`config.mk`:
```
export PLATFORM = sky130hd
export DESIGN_NAME = cla4
export DESIGN_NICKNAME = d
export VERILOG_FILES = /design/src/rtl/t_test_cla4.sv
export SDC_FILE = /design/constraint.sdc
export NUM_CORES = 1
export LEC_CHECK = 0
export ABC_AREA = 1
export ABC_CLOCK_PERIOD_IN_PS = 1780
export BUFFER_PORTS_ARGS = -buffer_cell sky130_fd_sc_hd__buf_2
export CAP_MARGIN = 15
export CORE_AREA = 3 3 40 42
export DETAILED_ROUTE_END_ITERATION = 7
export DIE_AREA = 0 0 43 45
export GPL_TIMING_DRIVEN = 0
export PLACE_DENSITY_LB_ADDON = 0.15
export SETUP_SLACK_MARGIN = 0.15
export SLEW_MARGIN = 0
export SYNTH_ARGS = -nofsm -noshare
export SYNTH_HDL_FRONTEND = slang
export SYNTH_SLANG_ARGS = --single-unit
export TNS_END_PERCENT = 30
```
`constraint.sdc`:
```
create_clock -name vclk -period 1.78
set_clock_uncertainty 0.05 [all_clocks]
set_input_delay 0.178 -clock vclk [all_inputs]
set_output_delay 0.178 -clock vclk [all_outputs]
set_load 0.005 [all_outputs]
```
`src/rtl/t_test_cla4.sv`:
```
// Combinational 4-bit carry-lookahead slice exporting group generate/propagate
// so a second-level unit can form the inter-slice carries.
module cla4 (
    input  logic [3:0] a,
    input  logic [3:0] b,
    input  logic       ci,
    output logic [3:0] s,
    output logic       co,
    output logic       gg,
    output logic       gp
);
    logic [3:0] w_g;
    logic [3:0] w_p;
    logic [3:0] w_c;

    assign w_g = a & b;
    assign w_p = a ^ b;

    assign w_c[0] = ci;
    assign w_c[1] = w_g[0] | (w_p[0] & ci);
    assign w_c[2] = w_g[1] | (w_p[1] & w_g[0]) | (w_p[1] & w_p[0] & ci);
    assign w_c[3] = w_g[2] | (w_p[2] & w_g[1]) | (w_p[2] & w_p[1] & w_g[0])
                  | (w_p[2] & w_p[1] & w_p[0] & ci);

    assign gg = w_g[3] | (w_p[3] & w_g[2]) | (w_p[3] & w_p[2] & w_g[1])
              | (w_p[3] & w_p[2] & w_p[1] & w_g[0]);
    assign gp = &w_p;

    assign s  = w_p ^ w_c;
    assign co = gg | (gp & ci);
endmodule

```
==> flow_metrics.tcl, run 1 <==
set metrics [dict create \
    hpwlAfterDp_um 497 \
    fmax_ghz 0.709 \
    antenna_found_initial 0 \
    crit_top_cell "nand2_1" \
    dieArea_um2 1940 \
    fin_crit_sh_pct 79.3 \
    worstPathCellList "buf_2 -> ha_1 -> nand2_1 -> inv_1 -> nor2_1 -> nand2_1 -> nand2_1 -> nand2_1 -> buf_2" \
    yosysTopAreaCellShare_pct 23.5 \
    synth.cell_area_um2 213 \
    dpl_cell_area_um2 312 \
    place_ws_ps 353 \
    power_frac_clock_pct 0 \
    ios 16 \
    path_class "input pin to output pin" \
    die_x_um 43 \
    finalPower_mw 0.0972 \
    io_buffers 16 \
    swShare_pct 51.1 \
    start_util_pct 16.6 \
    worstPathArrival_ps 1180 \
    grt_remaining_overflow 0 \
    min_period_ps 1410 \
    cellLeakagePower_nw 0.210 \
    firstDrtPassIters 4 \
    hold_start "ci" \
    drv_slew 0 \
    cts_resized 0 \
    fin_cells 68 \
    wire_per_inst_um 7.59 \
    viasPerCell 3.94 \
    holdPathEnd "co" \
    setup_violations 0 \
    drt_iter0_markers 9 \
    antennaDiodeCount 0 \
    critPathTopFamily "simple AND/OR/NAND/NOR gates" \
    syn_to_final_growth_pct 46.5 \
    postCtsHoldBufs 0 \
    ys_top_cells_by_count "nand2_1 (13), inv_1 (7), ha_1 (4), nand3_1 (4), nor2_1 (2)" \
    cap_violations 0 \
    rsz0062_at_grt "false" \
    postRouteAntennaNets 0 \
    seqPwrFrac_pct 0 \
    nets 69 \
    worst_slack_ps 369 \
    hold_viol_final 0 \
    slowest_delay_ps 350 \
    vias 268 \
    wl_met3_um 21 \
    syn_inst 37 \
    final-seq-area_um2 0 \
    fin_util_pct 24.2 \
    synth_nets 51 \
    p_comb_share_pct 100.0 \
    fill_cells 162 \
    post_route_cells_drive_above_1_share_pct 32.1 \
    route.met2.wl_um 268 \
    vdd_drop_max_uv 75.0 \
    postCtsSetupBuffers 0 \
    drc 0 \
    yosysUniqueCellTypes 12 \
    fin_tns_setup_ps 0 \
    die_h_um 45 \
    grt_pass1_wl_um 993 \
    hold_slack_ps 642 \
    yosysWarningCount 0 \
    cp_num_buf_inv 3 \
    max_slew_margin_pct 89.2 \
    holdPathStages 4 \
    synth.most_common_cell "nand2_1" \
    gp_congestion 0.721 \
    fin_area_um2 312 \
    power.switching_mw 0.0496 \
    startpoint_type "input pin" \
    ys_seq_area_share_pct 0 \
    syn_area_per_cell_um2 5.75 \
    tightest_slew_ps 162 \
    run_status "finished clean" \
    endpoint_kind "output pin" \
    critPathSlowestCell "ha_1" \
    hold_path_class "input pin to output pin" \
    num-clock-buffers 0 \
    wl_met1_um 226 \
    yosysTopAreaCell "ha_1" \
    p_per_area_nw_per_um2 312 \
    internal-power_mw 0.0476 \
    n_sequential_cell 0 \
    synth_area_leaders "ha_1 (24%), nand2_1 (23%), inv_1 (12%)" \
    core-area_um2 1280 \
    grt_util_all_layers_pct 6.23 \
    critPathMaxFanout 5 \
    rows 13 \
    routed_wl_um 516 \
    cp-startpoint "a[1]" \
    grt_max_degree 6 \
    dp_cells 68 \
    grt_pass1_vias 249 \
    crit_required_ps 1550 \
    top_layer "met3" \
]
[tightest hold or removal path, cell delays in order]
cell and delay [ps]:
buf_2 110, nand2_1 60, nand3_1 70, buf_2 100
[power groups by stage]
stage / Combinational [mW] / Clock [mW] / Sequential, mW
final: 0.0972 / 0 / 0
after global routing: 0.116 / 0 / 0
after CTS: 0.0999 / 0 / 0
after detailed placement: 0.0996 / 0 / 0
after global placement: 0.0990 / 0 / 0
after floorplan: 0.0587 / 0 / 0
[placed cells by master, fill, tap and decap left out]
master / instances
a21oi_1: 1
buf_2: 16
fa_1: 1
ha_1: 4
inv_1: 7
nand2_1: 13
nand3_1: 4
nand4_1: 1
nor2_1: 2
nor2_2: 1
o21bai_1: 1
or2_0: 1
xnor2_1: 1
[worst max-delay path by stage]
| stage | slack (ps) | cells past startpoint | endpoint |
|---|---|---|---|
| after global routing | 230 | 9 | s[2] |
| after floorplan | 640 | 6 | s[3] |
| after global placement | 350 | 9 | s[2] |
| after detailed placement | 350 | 9 | s[2] |
| final | 370 | 9 | s[2] |
| after CTS | 350 | 9 | s[2] |
[routing by layer]
metal / vias to the layer above / GRT usage, %
met2: 5 / 12.0
met5: - / 0
met3: 0 / 0
met1: 113 / 8.37
met4: 0 / 0
li1: 150 / -
[kinds of logic after synthesis]
logic type,Yosys count,synth area share [%]
XOR/XNOR,1,4.12
AND/OR/NAND/NOR,22,44.7
adder cells (fa/ha/maj),5,32.9
buffers and inverters,7,12.4
AO/OA/AOI/OAI,2,5.88
[final cells by class]
type                       instances  area [um^2]  area share, %
timing repair buffer              16         80.1           25.7
tap                               15         18.8           6.02
inverter                           7         26.3           8.43
multi-input combinational         30          186           59.8
(Power assumes the default switching activity.)
==> run 2, diff against run 1 <==
- ABC_CLOCK_PERIOD_IN_PS: 1780 -> 1400
- clock period: 1.78 -> 1.4 ns (I/O delays scaled with it)
==> run 2 against run 1 <==
Largest cell class unchanged. Worst hold slack worse by 71 ps. Largest power group unchanged. First-iteration DRC count down 33%. Worst setup slack worse by 180 ps. Final cell count up 2.9%. Non-clock buffer count up 2. Combinational power up 60%. Flip-flop and latch count unchanged. Clock-buffer cell count unchanged. Power up 60%. Highest routed layer unchanged. Core utilization up 5.8 points. Final area up 24%.
==> flow_metrics.tcl, run 2 (same netlist as run 1, synthesis figures left out) <==
set metrics [dict create \
    internal-power_mw 0.0834 \
    fin_area_um2 387 \
    cap_violations 0 \
    num-clock-buffers 0 \
    setup_violations 0 \
    fmax_ghz 0.827 \
    tightest_slew_ps 153 \
    swShare_pct 46.5 \
    drc 0 \
    n_sequential_cell 0 \
    io_buffers 16 \
    fin_crit_sh_pct 86.4 \
    core-area_um2 1280 \
    hold_path_class "input pin to output pin" \
    vias 287 \
    mostFrequentLayoutCells "buf_2 (14), nand2_1 (12), inv_1 (6)" \
    postRouteAntennaNets 0 \
    wire_per_inst_um 8.17 \
    startpoint_type "input pin" \
    grt_pass1_wl_um 986 \
    gp_congestion 0.721 \
    post_route_cells_drive_above_1_share_pct 45.5 \
    grt_remaining_overflow 0 \
    rows 13 \
    critPathMaxFanout 3 \
    seqPwrFrac_pct 0 \
    nets 71 \
    antennaDiodeCount 0 \
    routed_wl_um 572 \
    vdd_drop_max_uv 101 \
    antenna_found_initial 0 \
    grt_max_degree 6 \
    cellLeakagePower_nw 0.225 \
    crit_required_ps 1210 \
    dpl_cell_area_um2 312 \
    power_frac_clock_pct 0 \
    firstDrtPassIters 4 \
    drt_iter0_markers 6 \
    min_period_ps 1210 \
    worstPathArrival_ps 1020 \
    dieArea_um2 1940 \
    final-seq-area_um2 0 \
    power.switching_mw 0.0725 \
    final_common_cell "buf_2" \
    p_per_area_nw_per_um2 403 \
    start_util_pct 16.6 \
    rsz0062_at_grt "true" \
    viasPerCell 4.10 \
    hold_viol_final 0 \
    max_slew_margin_pct 89.8 \
    p_comb_share_pct 100.0 \
    fin_tns_setup_ps 0 \
    endpoint_kind "output pin" \
    syn_to_final_growth_pct 81.8 \
    ios 16 \
    die_x_um 43 \
    grt_pass1_vias 255 \
    grt_util_all_layers_pct 6.15 \
    path_class "input pin to output pin" \
    drv_slew 0 \
    run_status "finished clean" \
    hpwlAfterDp_um 497 \
    die_h_um 45 \
]
[run 2: changes by cell type in the layout (fill, tap and decap cells not counted), moves of 2 or more]
cell and delta:
buf_6 +2, ha_4 +3, ha_1 -3, buf_4 +2
buf_2 -2
[run 2: routing by layer]
metal  global-route usage (%)  wire, um
met3                        0        35
met2                     12.3       293
met5                        0         0
met4                        0         0
met1                     7.89       243
[run 2: critical path, stage by stage]
cell and delay (ps):
buf_6 100, ha_4 230, or2_0 210, nand2_1 80
nand2_1 50, nand2_1 60, nand2_1 40, buf_2 110
[run 2: worst paths after layout]
check / depth (start not counted) / slack (ps) / from / endpoint
max: 8 / 190 / b[2] / s[3]
min: 4 / 570 / ci / co
[run 2: timing repair]
action	4_1_cts	5_1_grt
hold buffers	0	0
resized for setup	1	9
pin swaps	0	9
setup buffers	0	2
endpoints found under the setup margin	4	5
[run 2: metrics by stage]
step	hold WS [ps]	instances	util (%)	worst slack [ps]	power (mW)
final	571	70	30.1	190	0.156
after global routing	609	70	30.1	119	0.180
after CTS	574	68	25.2	70.1	0.133
after detailed placement	574	68	24.2	49.0	0.127
after global placement	582	68	24.2	47.8	0.126
after floorplan	344	37	-	332	0.0746
[run 2: power by group through the flow]
stage          logic (mW)  registers (mW)  clock network [mW]
6_report            0.156               0                   0
3_3_place_gp        0.126               0                   0
4_1_cts             0.133               0                   0
3_5_place_dp        0.127               0                   0
2_1_floorplan      0.0746               0                   0
5_1_grt             0.180               0                   0
[run 2: cell type report]
class,count,area (um^2)
Tap cell,15,18.8
Timing Repair Buffer,18,108
Fill cell,155,898
Inverter,7,26.3
Multi-Input combinational cell,30,234
==> run 3, diff against run 2 <==
- CELL_PAD_IN_SITES_DETAIL_PLACEMENT: not set -> 1
- CELL_PAD_IN_SITES_GLOBAL_PLACEMENT: not set -> 1
==> run 3 against run 2 <==
Via count shrank 2.4%. Power shrank 8.0%. Critical path depth grew 1. Largest cell class unchanged. Largest power group unchanged.
==> flow_metrics.tcl, run 3 (same netlist as run 1, synthesis figures left out) <==
set metrics [dict create \
    run_status "finished clean" \
    num-clock-buffers 0 \
    tightest_slew_ps 175 \
    drt_iter0_markers 0 \
    cp_num_buf_inv 3 \
    fin_crit_sh_pct 88.0 \
    grt_pass1_wl_um 979 \
    crit_top_cell "nand2_1" \
    dpl_cell_area_um2 312 \
    max_slew_margin_pct 88.3 \
    fin_tns_setup_ps 0 \
    fin_area_um2 362 \
    start_util_pct 16.6 \
    startpoint_type "input pin" \
    antennaDiodeCount 0 \
    finalPower_mw 0.143 \
    wire_per_inst_um 8.37 \
    hold_path_class "input pin to output pin" \
    postRouteAntennaNets 0 \
    ios 16 \
    crit_required_ps 1210 \
    die_x_um 43 \
    n_sequential_cell 0 \
    drv_slew 0 \
    multi_input_area_um2 224 \
    dieArea_um2 1940 \
    hold_slack_ps 569 \
    crit_end "s[2]" \
    mostFrequentLayoutCells "buf_2 (14), nand2_1 (13), inv_1 (7)" \
    rows 13 \
    setup_violations 0 \
    routed_wl_um 569 \
    syn_to_final_growth_pct 70.0 \
    top_layer "met3" \
    cp.depth 9 \
    drc 0 \
    grt_pass1_vias 247 \
    hpwlAfterDp_um 530 \
    route.met2.wl_um 274 \
    path_class "input pin to output pin" \
    endpoint_kind "output pin" \
    vias 280 \
    die_h_um 45 \
    core-area_um2 1280 \
    viasPerCell 4.12 \
    hold_viol_final 0 \
    critPathMaxFanout 5 \
    io_buffers 16 \
    cellLeakagePower_nw 0.215 \
    wl_met3_um 35 \
    worstPathCellList "buf_2 -> ha_4 -> nand2_1 -> inv_1 -> nor2_1 -> nand2_1 -> nand2_1 -> nand2_1 -> buf_2" \
    grt_max_degree 6 \
    wl_met1_um 259 \
    slowest_delay_ps 250 \
    critPathTopFamily "simple AND/OR/NAND/NOR gates" \
    final_common_cell "buf_2" \
    fmax_ghz 0.812 \
    fill_cells 168 \
    firstDrtPassIters 1 \
    grt_util_all_layers_pct 6.06 \
    grt_remaining_overflow 0 \
    vdd_drop_max_uv 104 \
    cap_violations 0 \
    final-seq-area_um2 0 \
    postCtsSetupBuffers 0 \
    post_route_cells_drive_above_1_share_pct 37.7 \
    worstPathArrival_ps 1040 \
    gp_congestion 0.600 \
    cp-startpoint "a[1]" \
    min_period_ps 1230 \
    critPathSlowestCell "ha_4" \
    antenna_found_initial 0 \
    rsz0062_at_grt "true" \
    p_per_area_nw_per_um2 397 \
    nets 69 \
]
run 3: cell types whose count changed in the layout (fill, tap and decap cells not counted), sizes merged:
cell / delta
buf: -2
run 3: worst min-delay path: cells and delay by family:
kind | cells | cell delay [ps]
buf+inv | 2 | 210
simple gates | 2 | 130
run 3: how the worst min path moves through the flow:
stage	depth (start not counted)	to	startpoint
after global routing	4	co	ci
final	4	co	ci
after floorplan	2	co	ci
after global placement	4	co	ci
after detailed placement	4	co	ci
after CTS	4	co	ci
run 3: repair_timing:
action                     CTS  global route
hold buffers                 0             0
setup endpoints to repair    4             4
hold endpoints to repair     0             0
gates resized for setup      1             5
pin swaps                    0             4
run 3: through the flow:
step	utilization, %	cells	setup WS (ps)
floorplan	-	37	332
global placement	24.2	68	50.2
detailed placement	24.2	68	49.4
CTS	25.2	68	57.5
global route	28.1	68	87.7
finish	28.1	68	169
run 3: where the power goes:
group	switching, mW	internal, mW	total, mW
Combinational	0.0677	0.0758	0.143
Sequential	0	0	0
Clock	0	0	0
Total	0.0677	0.0758	0.143
run 3: final cells by class:
| type | instances | area share (%) |
|---|---|---|
| multi-input cells | 30 | 61.9 |
| repair buffers | 16 | 25.6 |
| inverters | 7 | 7.27 |
| well taps | 15 | 5.19 |
run 3: routing by layer:
metal,vias up,global-route usage (%)
met5,-,0
met4,0,0
met3,0,0.398
met2,8,11.4
met1,124,8.13
li1,148,-
